`src/rtl/vs_tx_fifo_if.sv`:
```
// Producer/UART-side bundle for vs_tx_fifo.
// Carries the hwm output when VS_TX_FIFO_HIGH_WATER_EN is defined.
interface vs_tx_fifo_if #(
    parameter int unsigned DATA_W     = 8,
    parameter int unsigned DEPTH_LOG2 = 4
);
    logic                  wr_en;
    logic [DATA_W-1:0]     wr_data;
    logic                  flush;
    logic                  full;
    logic                  empty;
    logic [DEPTH_LOG2:0]   level;
    logic                  ovf;
    logic                  tx_start;
    logic [DATA_W-1:0]     tx_data;
    logic                  tx_busy;
`ifdef VS_TX_FIFO_HIGH_WATER_EN
    logic [DEPTH_LOG2:0]   hwm;

    modport master (
        output wr_en, wr_data, flush, tx_busy,
        input  full, empty, level, ovf, tx_start, tx_data, hwm
    );
    modport slave (
        input  wr_en, wr_data, flush, tx_busy,
        output full, empty, level, ovf, tx_start, tx_data, hwm
    );
`else
    modport master (
        output wr_en, wr_data, flush, tx_busy,
        input  full, empty, level, ovf, tx_start, tx_data
    );
    modport slave (
        input  wr_en, wr_data, flush, tx_busy,
        output full, empty, level, ovf, tx_start, tx_data
    );
`endif
endinterface

```
`src/rtl/vs_tx_fifo.sv`:
```
// Byte FIFO between protocol FSM and UART TX with a self-draining start/busy handshake.
// Optional high-water mark output enabled by VS_TX_FIFO_HIGH_WATER_EN.
module vs_tx_fifo #(
    parameter int unsigned DATA_W     = 8,
    parameter int unsigned DEPTH_LOG2 = 4,
    parameter int unsigned ACK_TMO    = 8
) (
    input  logic          clk,
    input  logic          sys_nrst,
    vs_tx_fifo_if.slave   bus
);
    localparam int unsigned DEPTH = 1 << DEPTH_LOG2;
    localparam int unsigned LVL_W = DEPTH_LOG2 + 1;
    localparam int unsigned TMR_W = (ACK_TMO > 1) ? $clog2(ACK_TMO) : 1;

    typedef enum logic [1:0] {
        S_IDLE,
        S_START,
        S_WAIT_ACK,
        S_WAIT_DONE
    } state_t;

    state_t                  state_q, state_d;
    logic [DATA_W-1:0]       mem [DEPTH];
    logic [DEPTH_LOG2-1:0]   wr_ptr_q, rd_ptr_q;
    logic [LVL_W-1:0]        level_q, level_d;
    logic [TMR_W-1:0]        tmr_q, tmr_d;
    logic                    ovf_q;
    logic                    tx_start_q;
    logic [DATA_W-1:0]       tx_data_q;
    logic                    full_c, empty_c, wr_acc_c, pop_c;

    assign full_c   = (level_q == LVL_W'(DEPTH));
    assign empty_c  = (level_q == '0);
    // Flush wins over a same-cycle write; a pop never frees room for a write while full.
    assign wr_acc_c = bus.wr_en & ~full_c & ~bus.flush;

    // Drain FSM next-state
    always_comb begin
        state_d = state_q;
        tmr_d   = tmr_q;
        pop_c   = 1'b0;
        unique case (state_q)
            S_IDLE: begin
                if (!empty_c && !bus.tx_busy && !bus.flush) begin
                    pop_c   = 1'b1;
                    state_d = S_START;
                end
            end
            S_START: begin
                state_d = S_WAIT_ACK;
                tmr_d   = '0;
            end
            S_WAIT_ACK: begin
                if (bus.tx_busy) begin
                    state_d = S_WAIT_DONE;
                end else if (tmr_q == TMR_W'(ACK_TMO - 1)) begin
                    state_d = S_IDLE;
                end else begin
                    tmr_d = tmr_q + TMR_W'(1);
                end
            end
            S_WAIT_DONE: begin
                if (!bus.tx_busy) begin
                    state_d = S_IDLE;
                end
            end
            default: state_d = S_IDLE;
        endcase
    end

    always_comb begin
        level_d = level_q;
        if (bus.flush) begin
            level_d = '0;
        end else if (wr_acc_c && !pop_c) begin
            level_d = level_q + LVL_W'(1);
        end else if (!wr_acc_c && pop_c) begin
            level_d = level_q - LVL_W'(1);
        end
    end

    always_ff @(posedge clk or negedge sys_nrst) begin
        if (!sys_nrst) begin
            state_q    <= S_IDLE;
            tmr_q      <= '0;
            tx_start_q <= 1'b0;
            tx_data_q  <= '0;
        end else begin
            state_q    <= state_d;
            tmr_q      <= tmr_d;
            tx_start_q <= (state_d == S_START);
            if (pop_c) begin
                tx_data_q <= mem[rd_ptr_q];
            end
        end
    end

    always_ff @(posedge clk or negedge sys_nrst) begin
        if (!sys_nrst) begin
            wr_ptr_q <= '0;
            rd_ptr_q <= '0;
            level_q  <= '0;
            ovf_q    <= 1'b0;
        end else begin
            level_q <= level_d;
            if (bus.flush) begin
                wr_ptr_q <= '0;
                rd_ptr_q <= '0;
                ovf_q    <= 1'b0;
            end else begin
                if (wr_acc_c) begin
                    wr_ptr_q <= wr_ptr_q + DEPTH_LOG2'(1);
                end
                if (pop_c) begin
                    rd_ptr_q <= rd_ptr_q + DEPTH_LOG2'(1);
                end
                if (bus.wr_en && full_c) begin
                    ovf_q <= 1'b1;
                end
            end
        end
    end

    // Storage array carries no reset; validity is tracked by the pointers.
    always_ff @(posedge clk) begin
        if (wr_acc_c) begin
            mem[wr_ptr_q] <= bus.wr_data;
        end
    end

`ifdef VS_TX_FIFO_HIGH_WATER_EN
    logic [LVL_W-1:0] hwm_q;

    always_ff @(posedge clk or negedge sys_nrst) begin
        if (!sys_nrst) begin
            hwm_q <= '0;
        end else if (bus.flush) begin
            hwm_q <= '0;
        end else if (level_d > hwm_q) begin
            hwm_q <= level_d;
        end
    end

    assign bus.hwm = hwm_q;
`endif

    assign bus.full     = full_c;
    assign bus.empty    = empty_c;
    assign bus.level    = level_q;
    assign bus.ovf      = ovf_q;
    assign bus.tx_start = tx_start_q;
    assign bus.tx_data  = tx_data_q;

endmodule

```
`src/flat_wrapper.sv`:
```
// flat-port wrapper written by rule: the top's interface ports become plain ports
module vs_tx_fifo_flat 
#(
    parameter int unsigned DATA_W     = 8,
    parameter int unsigned DEPTH_LOG2 = 4,
    parameter int unsigned ACK_TMO    = 8
)
  (clk, sys_nrst, bus_wr_en, bus_wr_data, bus_flush, bus_tx_busy, bus_full, bus_empty, bus_level, bus_ovf, bus_tx_start, bus_tx_data);
  vs_tx_fifo_if #(.DATA_W(DATA_W), .DEPTH_LOG2(DEPTH_LOG2)) bus_i ();
  input  logic clk;
  input  logic sys_nrst;
  input wire logic [$bits(bus_i.wr_en)-1:0] bus_wr_en;
  input wire logic [$bits(bus_i.wr_data)-1:0] bus_wr_data;
  input wire logic [$bits(bus_i.flush)-1:0] bus_flush;
  input wire logic [$bits(bus_i.tx_busy)-1:0] bus_tx_busy;
  output wire logic [$bits(bus_i.full)-1:0] bus_full;
  output wire logic [$bits(bus_i.empty)-1:0] bus_empty;
  output wire logic [$bits(bus_i.level)-1:0] bus_level;
  output wire logic [$bits(bus_i.ovf)-1:0] bus_ovf;
  output wire logic [$bits(bus_i.tx_start)-1:0] bus_tx_start;
  output wire logic [$bits(bus_i.tx_data)-1:0] bus_tx_data;
  assign bus_i.wr_en = bus_wr_en;
  assign bus_i.wr_data = bus_wr_data;
  assign bus_i.flush = bus_flush;
  assign bus_i.tx_busy = bus_tx_busy;
  assign bus_full = bus_i.full;
  assign bus_empty = bus_i.empty;
  assign bus_level = bus_i.level;
  assign bus_ovf = bus_i.ovf;
  assign bus_tx_start = bus_i.tx_start;
  assign bus_tx_data = bus_i.tx_data;
  vs_tx_fifo #(.DATA_W(DATA_W), .DEPTH_LOG2(DEPTH_LOG2), .ACK_TMO(ACK_TMO)) u_core (.clk(clk), .sys_nrst(sys_nrst), .bus(bus_i));
endmodule
```
`config.mk`:
```
export PLATFORM = sky130hd
export DESIGN_NAME = vs_tx_fifo_flat
export DESIGN_NICKNAME = d
export VERILOG_FILES = /design/src/rtl/vs_tx_fifo_if.sv /design/src/rtl/vs_tx_fifo.sv /design/src/flat_wrapper.sv
export SDC_FILE = /design/constraint.sdc
export NUM_CORES = 1
export LEC_CHECK = 0
export ABC_AREA = 0
export BUFFER_PORTS_ARGS = -buffer_cell sky130_fd_sc_hd__buf_2
export CORE_MARGIN = 2
export CORE_UTILIZATION = 65
export CTS_CLUSTER_DIAMETER = 50
export CTS_CLUSTER_SIZE = 20
export DETAILED_ROUTE_END_ITERATION = 8
export GPL_ROUTABILITY_DRIVEN = 0
export HOLD_SLACK_MARGIN = 0.1
export PLACE_DENSITY = 0.92
export SYNTH_ARGS = -nofsm -noshare
export SYNTH_HDL_FRONTEND = slang
export SYNTH_SLANG_ARGS = --single-unit
```
`constraint.sdc`:
```
create_clock -name clk -period 4.5 [get_ports clk]
set_clock_uncertainty 0.05 [all_clocks]
set_input_delay 0.45 -clock clk [delete_from_list [all_inputs] [get_ports clk]]
set_output_delay 0.45 -clock clk [all_outputs]
set_load 0.05 [all_outputs]
```
==> out/qor.yml, run 1 <==
die-width_microns: 102
peakVddDrop_uv: 317
wl_per_cell_microns: 24.0
synth_top_family_by_area: "multiplexers"
slew_headroom_pct: 34.0
dp.cells: 495
numCtsBuffers: 17
synth-seq-cells: 156
required_ns: 4.89
row_count: 35
synth.distinct_cells: 38
syn_to_final_growth_pct: 13.2
firstDrtPassIters: 8
synth_most_common_cell: "edfxtp_1"
clockRootBuffer: "clkbuf_8"
place_hpwl_microns: 7610
final_antenna_net_count: 0
grt_pass1_vias: 3376
utilization_pct: 76.2
synth-seq-area-share_pct: 72.4
drtIter0Drc: 301
yosysWarnings: 0
drive_above_1_share_pct: 27.1
whs_path_depth: 3
syn_avg_cell_area_sq_um: 17.9
grtUsageTotal_pct: 26.4
drv_cap: 0
synth_compound_area_share_pct: 3.94
holdWs_ns: 0.137
cts_tree: "done"
synthFlopType: "edfxtp_1"
fin_setup_tns_ns: 0
synth_edf_count: 128
instances_no_fill: 528
nNetsFinal: 411
grt_antenna_before_repair: 0
grt_setup_unrepaired: "no"
crit_arrival_ns: 3.82
die_h_microns: 102
cts_buffer_depth: 2
drc: 0
diodes: 0
netlist_instances: 351
ff2ff_path_depth: 10
setup_viol: 0
critPathCaptureType: "flip-flop"
finalMaxSlewViolations: 0
path_cells: "or4_4 > o211a_1 > nor2_1 > nand2_1 > fa_1 > a21o_1 > a21oi_1 > nand3b_1 > and3b_1 > nor3_2"
synth_xor_area_share_pct: 1.12
power_density_nw_per_um2: 531
async_flop_share_pct: 17.9
crit_fanout: 28
synth_nets: 376
synthMuxAreaShare_pct: 13.6
synth_fa_ha_area_share_pct: 2.51
hold_viol: 0
syn-cell-area_sq_um: 6280
numPortBuffers: 29
dpl_cell_area_sq_um: 6540
dp_slack_ns: 1.11
grt_overflow_total: 0
htreeDepth: 4
core_area_sq_um: 9330
dr_total_vias: 3422
grt_max_degree: 34
routed_wl_microns: 12600
synth-simple-area-share_pct: 5.12
period_minus_slack_ns: 3.44
period_share_pct: 76.4
final_area_sq_um: 7110
cts.clk_slew.worst_paths_ns: 0.07
ioPinCount: 30
crit_path_top_delay_cell: "o211a_1"
fmax_mhz: 291
startpoint_type: "flip-flop"
worst_pin_slew_ns: 0.987
ys_top_cells_by_count: "128 x edfxtp_1, 37 x nor2_1, 32 x mux4_2, 28 x dfrtp_1, 16 x o22ai_1"
status: "completed"
hold_class: "input port to flip-flop"
multi_input_area_sq_um: 1650
critical_path_class: "flip-flop to flip-flop"
setup_ws_ns: 1.06
design.die.area_sq_um: 10500
synth_top_cell_by_area: "edfxtp_1"
leakagePower_nw: 2.47
clkLatencyLatePin_ns: 0.51
grt_pass1_wl_microns: 19200
cpPeakStageDelay_ns: 0.56
synth_top_area_share_pct: 61.2
power_mw: 3.77
start_util_pct: 67.3
fillerInstances: 493
cts.sinks: 156
seqCellArea_sq_um: 4550
drt-vias-per-instance: 6.48
synth_area_leaders: "edfxtp_1 61%, mux4_2 11%, dfrtp_1 11%"
==> routing by layer <==
metal	up-vias	global-route usage, %	share of wire, %
met1	1749	33.9	38
met3	31	7.18	7.0
met4	0	10.6	2.3
met5	-	0	0
met2	189	43.6	53
li1	1453	-	-
==> final cells by class <==
cell class / instances / share of cell area [%]
clock buffers: 17 / 5.83
flip-flops and latches: 156 / 63.9
inverters: 3 / 0.158
multi-input cells: 175 / 23.2
repair buffers: 33 / 2.50
well taps: 129 / 2.27
clock inverters: 15 / 2.09
==> critical path: cells and delay by family (launching register included) <==
| family | cells | cell delay, ns |
|---|---|---|
| simple gates | 6 | 1.47 |
| flops | 1 | 0.45 |
| fa+ha+maj | 1 | 0.44 |
| compound gates | 3 | 0.94 |
==> final timing paths <==
path                                     startpoint                    end  slack (ns)
worst max register to register  u_core.bus.level[2]    u_core.bus.level[4]        1.06
max in group asynchronous                  sys_nrst     u_core.rd_ptr_q[1]        3.48
worst min register to register       u_core.bus.ovf         u_core.bus.ovf        0.44
worst min-delay path                      bus_wr_en         u_core.bus.ovf        0.14
min in group asynchronous                  sys_nrst  u_core.bus.tx_data[5]        0.47
worst max-delay path            u_core.bus.level[2]    u_core.bus.level[4]        1.06
==> what timing repair did <==
action | in CTS | in global routing
setup buffers | 0 | 0
hold buffers | 1 | 0
gates resized for setup | 0 | 0
hold endpoints to repair | 28 | 0
endpoints found under the setup margin | 0 | 0
==> logic make-up (layout without fill, tap and decap cells) <==
group                      count (synthesis)  count (layout)
AOI/OAI and AO/OA                         41              41
xor gates and xnor gates                   8               8
adders and majority gates                 12              12
buffers and inverters                     20              68
DFF                                      156             156
muxes                                     44              44
and+or+nand+nor                           70              70
==> layout by cell type (no fill, tap or decap), types with 2 or more instances in the layout <==
cell type	count
buf_4	3
a21oi_1	13
and2_1	2
edfxtp_1	128
nor3_1	3
mux2_2	9
nand2_1	14
a21o_1	2
inv_1	3
xnor2_1	2
ha_1	11
mux2i_1	3
nand3b_1	2
nand2b_1	2
buf_2	29
xor2_1	6
nor2_1	37
dfrtp_1	27
clkbuf_16	16
inv_8	2
o22ai_1	16
mux4_2	32
a22oi_1	2
clkinv_4	2
inv_6	8
o21ai_0	4
nand4_1	2
==> report_power, final <==
| part | switching [mW] | total, mW | internal [mW] |
|---|---|---|---|
| clock | 0.594 | 1.35 | 0.754 |
| sequential | 0.0930 | 1.75 | 1.66 |
| combinational | 0.461 | 0.674 | 0.213 |
| total | 1.15 | 3.77 | 2.62 |
==> registers in the layout (all words and copies together) (netlist names) <==
signal,count
u_core.mem,128
u_core.bus.tx_start,1
u_core.tmr_q,3
u_core.bus.level,5
u_core.rd_ptr_q,4
u_core.bus.ovf,1
u_core.state_q,2
u_core.bus.tx_data,8
u_core.wr_ptr_q,4
(Power assumes the default switching activity.)
==> inputs of run 2 (changes only) <==
CORE_UTILIZATION = 55   (was 65)
PLACE_DENSITY = 0.83   (was 0.92)
clock period = 2.8 ns   (was 4.5 ns; I/O delays follow)
==> out/qor.yml, run 2 (synthesis gave the netlist of run 1 again) <==
status: "completed"
htreeDepth: 4
holdPathEnd: "u_core.bus.ovf"
hold_viol: 0
required_ns: 3.09
cts_tree: "done"
period_minus_slack_ns: 2.67
crit_fanout: 4
finalMaxSlewViolations: 0
grt_pass1_vias: 3628
setup_ws_ns: 0.132
cts.sinks: 156
grt_max_degree: 36
hold_class: "input port to flip-flop"
drtIter0Drc: 380
place_hpwl_microns: 7660
r2r_start: "u_core.bus.level[3]"
mostFrequentLayoutCell: "edfxtp_1"
crit_path_top_delay_cell: "or4_4"
firstDrtPassIters: 5
final_antenna_net_count: 0
final_area_sq_um: 7330
die_h_microns: 111
drive_above_1_share_pct: 31.6
grtUsageMet2_pct: 38.3
met3_usage_pct: 5.47
largest-register: "u_core.mem"
dpl_cell_area_sq_um: 6690
setup_viol: 0
critPathCaptureType: "flip-flop"
min-delay-start: "bus_flush"
grt_antenna_before_repair: 0
grt_overflow_total: 0
ff2ff_path_depth: 10
path_cells: "or4_4 > o211a_4 > nor2_4 > nand2_4 > ha_4 > a21o_1 > a21oi_2 > or3b_1 > and3b_1 > nor3_2"
routed_wl_microns: 12700
core_area_sq_um: 11300
cts_buffer_depth: 2
grt_pass1_wl_microns: 20600
largest_register_ffs: 128
critical_path_class: "flip-flop to flip-flop"
dp_slack_ns: 0.101
instances_no_fill: 557
dr_total_vias: 3390
met1_usage_pct: 28.8
drt-vias-per-instance: 6.09
row_count: 39
power_density_nw_per_um2: 852
nNetsFinal: 426
die-width_microns: 111
mostFrequentLayoutCells: "128 x edfxtp_1, 36 x nor2_1, 32 x mux4_2, 29 x buf_2, 23 x dfrtp_1"
grtUsageTotal_pct: 22.5
r2r_setup_slack_ns: 0.13
crit_arrival_ns: 2.95
design.die.area_sq_um: 12300
fmax_mhz: 375
ioPinCount: 30
holdWs_ns: 0.168
worst_pin_slew_ns: 0.981
syn_to_final_growth_pct: 16.7
clkLatencyLatePin_ns: 0.42
leakagePower_nw: 2.55
numPortBuffers: 29
numCtsBuffers: 17
path_delay_family: "simple AND/OR/NAND/NOR gates"
cp_num_buf_inv: 0
start_util_pct: 55.7
wl_per_cell_microns: 22.8
peakVddDrop_uv: 629
r2r-end: "u_core.bus.level[4]"
startpoint_type: "flip-flop"
cts.clk_slew.worst_paths_ns: 0.06
diodes: 0
utilization_pct: 65.0
grt_setup_unrepaired: "no"
drc: 0
whs_path_depth: 2
clockRootBuffer: "clkbuf_16"
slew_headroom_pct: 34.4
drv_cap: 0
power_mw: 6.24
cpPeakStageDelay_ns: 0.55
dp.cells: 520
fin_setup_tns_ns: 0
busiest_layer: "met2"
period_share_pct: 95.3
## run 2: cell count changes in the layout (fill, tap and decap cells not counted), sizes merged
cell,change
clkinvlp,+3
clkbuf,+1
dlygate4sd3,+2
inv,-5
bufinv,+1
buf,+13
## run 2: worst max-delay path by stage
stage | depth (start not counted) | startpoint | to | slack [ns]
finish | 10 | u_core.bus.level[3] | u_core.bus.level[4] | 0.13
global route | 10 | u_core.bus.level[3] | u_core.bus.level[4] | 0.01
CTS | 10 | u_core.bus.level[3] | u_core.bus.level[4] | 0.08
detailed placement | 10 | u_core.bus.level[3] | u_core.bus.level[4] | 0.10
global placement | 10 | u_core.bus.level[3] | u_core.bus.level[4] | 0.16
floorplan | 11 | u_core.bus.level[3] | u_core.bus.level[4] | -0.05
## run 2: cell type report
class / instances / area, sq um
Clock inverter: 14 / 161
Tap cell: 143 / 179
Fill cell: 715 / 3940
Sequential cell: 156 / 4550
Multi-Input combinational cell: 175 / 1690
Clock buffer: 18 / 429
Inverter: 3 / 11.3
Timing Repair Buffer: 48 / 308
## run 2: where the power goes
part	internal, mW	switching, mW
logic	0.388	0.789
registers	2.66	0.121
clock network	1.33	0.947
## run 2: layer usage
| layer | vias to the layer above | wire length (microns) |
|---|---|---|
| met5 | - | 0 |
| met1 | 1780 | 5140 |
| met2 | 113 | 6760 |
| li1 | 1479 | - |
| met4 | 0 | 168 |
| met3 | 18 | 610 |
## run 2: timing repair
item                                   in CTS  in global routing
endpoints found under the hold margin      30                  0
setup buffers                               0                  2
setup endpoints to repair                   0                  1
resized for setup                           0                  1
hold buffers                                3                  0
==> inputs of run 3 (changes only) <==
CORE_UTILIZATION = 53   (was 55)
GPL_ROUTABILITY_DRIVEN = unset   (was 0)
PLACE_DENSITY = 0.81   (was 0.83)
==> out/qor.yml, run 3 (synthesis gave the netlist of run 1 again) <==
dp.cells: 518
critPathCaptureType: "flip-flop"
violations: "DRC"
drt-vias-per-instance: 6.03
largest-register: "u_core.mem"
cts.sinks: 156
status: "finished with violations"
drive_above_1_share_pct: 31.1
place.gp.congestion: 0.773
row_count: 39
drv_cap: 0
grt_max_degree: 36
startpoint_type: "flip-flop"
cts_tree: "done"
ioPinCount: 30
firstDrtPassIters: 8
leakagePower_nw: 2.54
grtUsageTotal_pct: 20.7
grt_antenna_before_repair: 0
required_ns: 3.09
holdWs_ns: 0.190
p_int_mw: 4.38
start_util_pct: 54.5
ff2ff_path_depth: 10
setup_viol: 0
r2r-end: "u_core.bus.level[4]"
cts_buffer_depth: 2
drtIter0Drc: 224
crit_fanout: 5
period_minus_slack_ns: 2.70
period_share_pct: 96.4
instances_no_fill: 554
numCtsBuffers: 17
fmax_mhz: 371
die_h_microns: 113
whs_path_depth: 1
crit_arrival_ns: 2.99
hold_class: "input port to flip-flop"
combPwrFrac_pct: 18.7
clkPwrFrac_pct: 36.5
syn_to_final_growth_pct: 16.3
pwr-share-seq_pct: 44.8
grt_pass1_vias: 3513
grt_pass1_wl_microns: 19200
finalMaxSlewViolations: 0
switching_power_mw: 1.85
setup_ws_ns: 0.101
min-delay-start: "bus_wr_data[0]"
power_density_nw_per_um2: 852
clockRootBuffer: "clkbuf_16"
design.die.area_sq_um: 12700
grt_overflow_total: 0
nNetsFinal: 423
r2r_start: "u_core.bus.level[3]"
clkLatencyLatePin_ns: 0.42
mostFrequentLayoutCells: "128 x edfxtp_1, 36 x nor2_1, 32 x mux4_2, 29 x buf_2, 23 x dfrtp_1"
cts.clk_slew.worst_paths_ns: 0.07
peakVddDrop_uv: 805
critical_path_class: "flip-flop to flip-flop"
dr_total_vias: 3339
dp_slack_ns: 0.0542
grt_setup_unrepaired: "yes"
drc: 4
mostFrequentLayoutCell: "edfxtp_1"
die-width_microns: 113
htreeDepth: 4
holdPathEnd: "u_core.mem[9][0]"
wl_per_cell_microns: 22.2
power_mw: 6.23
place_hpwl_microns: 7390
r2r_setup_slack_ns: 0.10
routed_wl_microns: 12300
largest_register_ffs: 128
diodes: 0
worst_pin_slew_ns: 1.15
hold_viol: 0
final_antenna_net_count: 0
numPortBuffers: 29
core_area_sq_um: 11500
slew_headroom_pct: 23.2
p_sw_share_pct: 29.7
-- run 3: cell types whose count changed in the layout (fill, tap and decap cells not counted), sizes merged --
| cell | before | now |
|---|---|---|
| inv | 8 | 9 |
| clkinvlp | 3 | 2 |
| clkinv | 4 | 5 |
| clkbuf | 18 | 17 |
| buf | 45 | 42 |
-- run 3: metal layers --
metal / routed length, microns / share of wire [%] / track usage, % / vias to the layer above
met5: 0 / 0 / 0 / -
met4: 219 / 1.8 / 7.72 / 0
met3: 857 / 7.0 / 6.75 / 23
met2: 6410 / 52 / 35.0 / 129
met1: 4810 / 39 / 25.3 / 1702
li1: - / - / - / 1485
-- run 3: worst max-delay path by stage --
stage                                   start                  end  slack (ns)  cells past startpoint
after detailed placement  u_core.bus.level[3]  u_core.bus.level[4]        0.05                     10
final                     u_core.bus.level[3]  u_core.bus.level[4]        0.10                     10
after global routing      u_core.bus.level[0]     u_core.mem[4][6]       -0.05                      6
after CTS                 u_core.bus.level[3]  u_core.bus.level[4]        0.03                     10
after floorplan           u_core.bus.level[3]  u_core.bus.level[4]       -0.05                     11
after global placement    u_core.bus.level[3]  u_core.bus.level[4]        0.11                     10
-- run 3: power groups by stage --
stage | Clock (mW) | Combinational (mW) | Sequential (mW)
final | 2.27 | 1.17 | 2.79
after floorplan | 0 | 0.532 | 3.12
after global placement | 0 | 1.10 | 2.82
after global routing | 2.39 | 1.25 | 2.81
after CTS | 2.29 | 1.16 | 2.79
after detailed placement | 0 | 1.14 | 2.84
-- run 3: critical path, stage by stage, from the launching register on --
cell     delay [ns]
dfrtp_2        0.42
or4_4          0.55
o211a_4        0.26
nor2_4         0.13
nand2_4        0.09
ha_4           0.30
a21o_1         0.12
a21oi_2        0.05
or3b_1         0.37
and3b_1        0.18
nor3_2         0.09
-- run 3: repair_timing --
action	in CTS	in global routing
setup buffers	0	1
setup endpoints to repair	0	17
resized for setup	0	1
hold buffers	3	0
endpoints found under the hold margin	30	0
-- run 3: area by class of cell --
type	instances	area [sq um]
clock buffer	17	425
clock inverter	15	163
fill	780	4210
inverter	3	11.3
multi-input combinational	175	1690
sequential	156	4550
tap	143	179
timing repair buffer	45	285
-- run 3: metrics by stage --
step                      utilization, %  setup TNS [ns]  instance area [sq um]
final                               63.4               0                   7300
after global routing                63.4          -0.698                   7300
after CTS                           63.3               0                   7290
after detailed placement            57.9               0                   6670
after global placement              57.9               0                   6670
after floorplan                        -         -0.0485                   6320
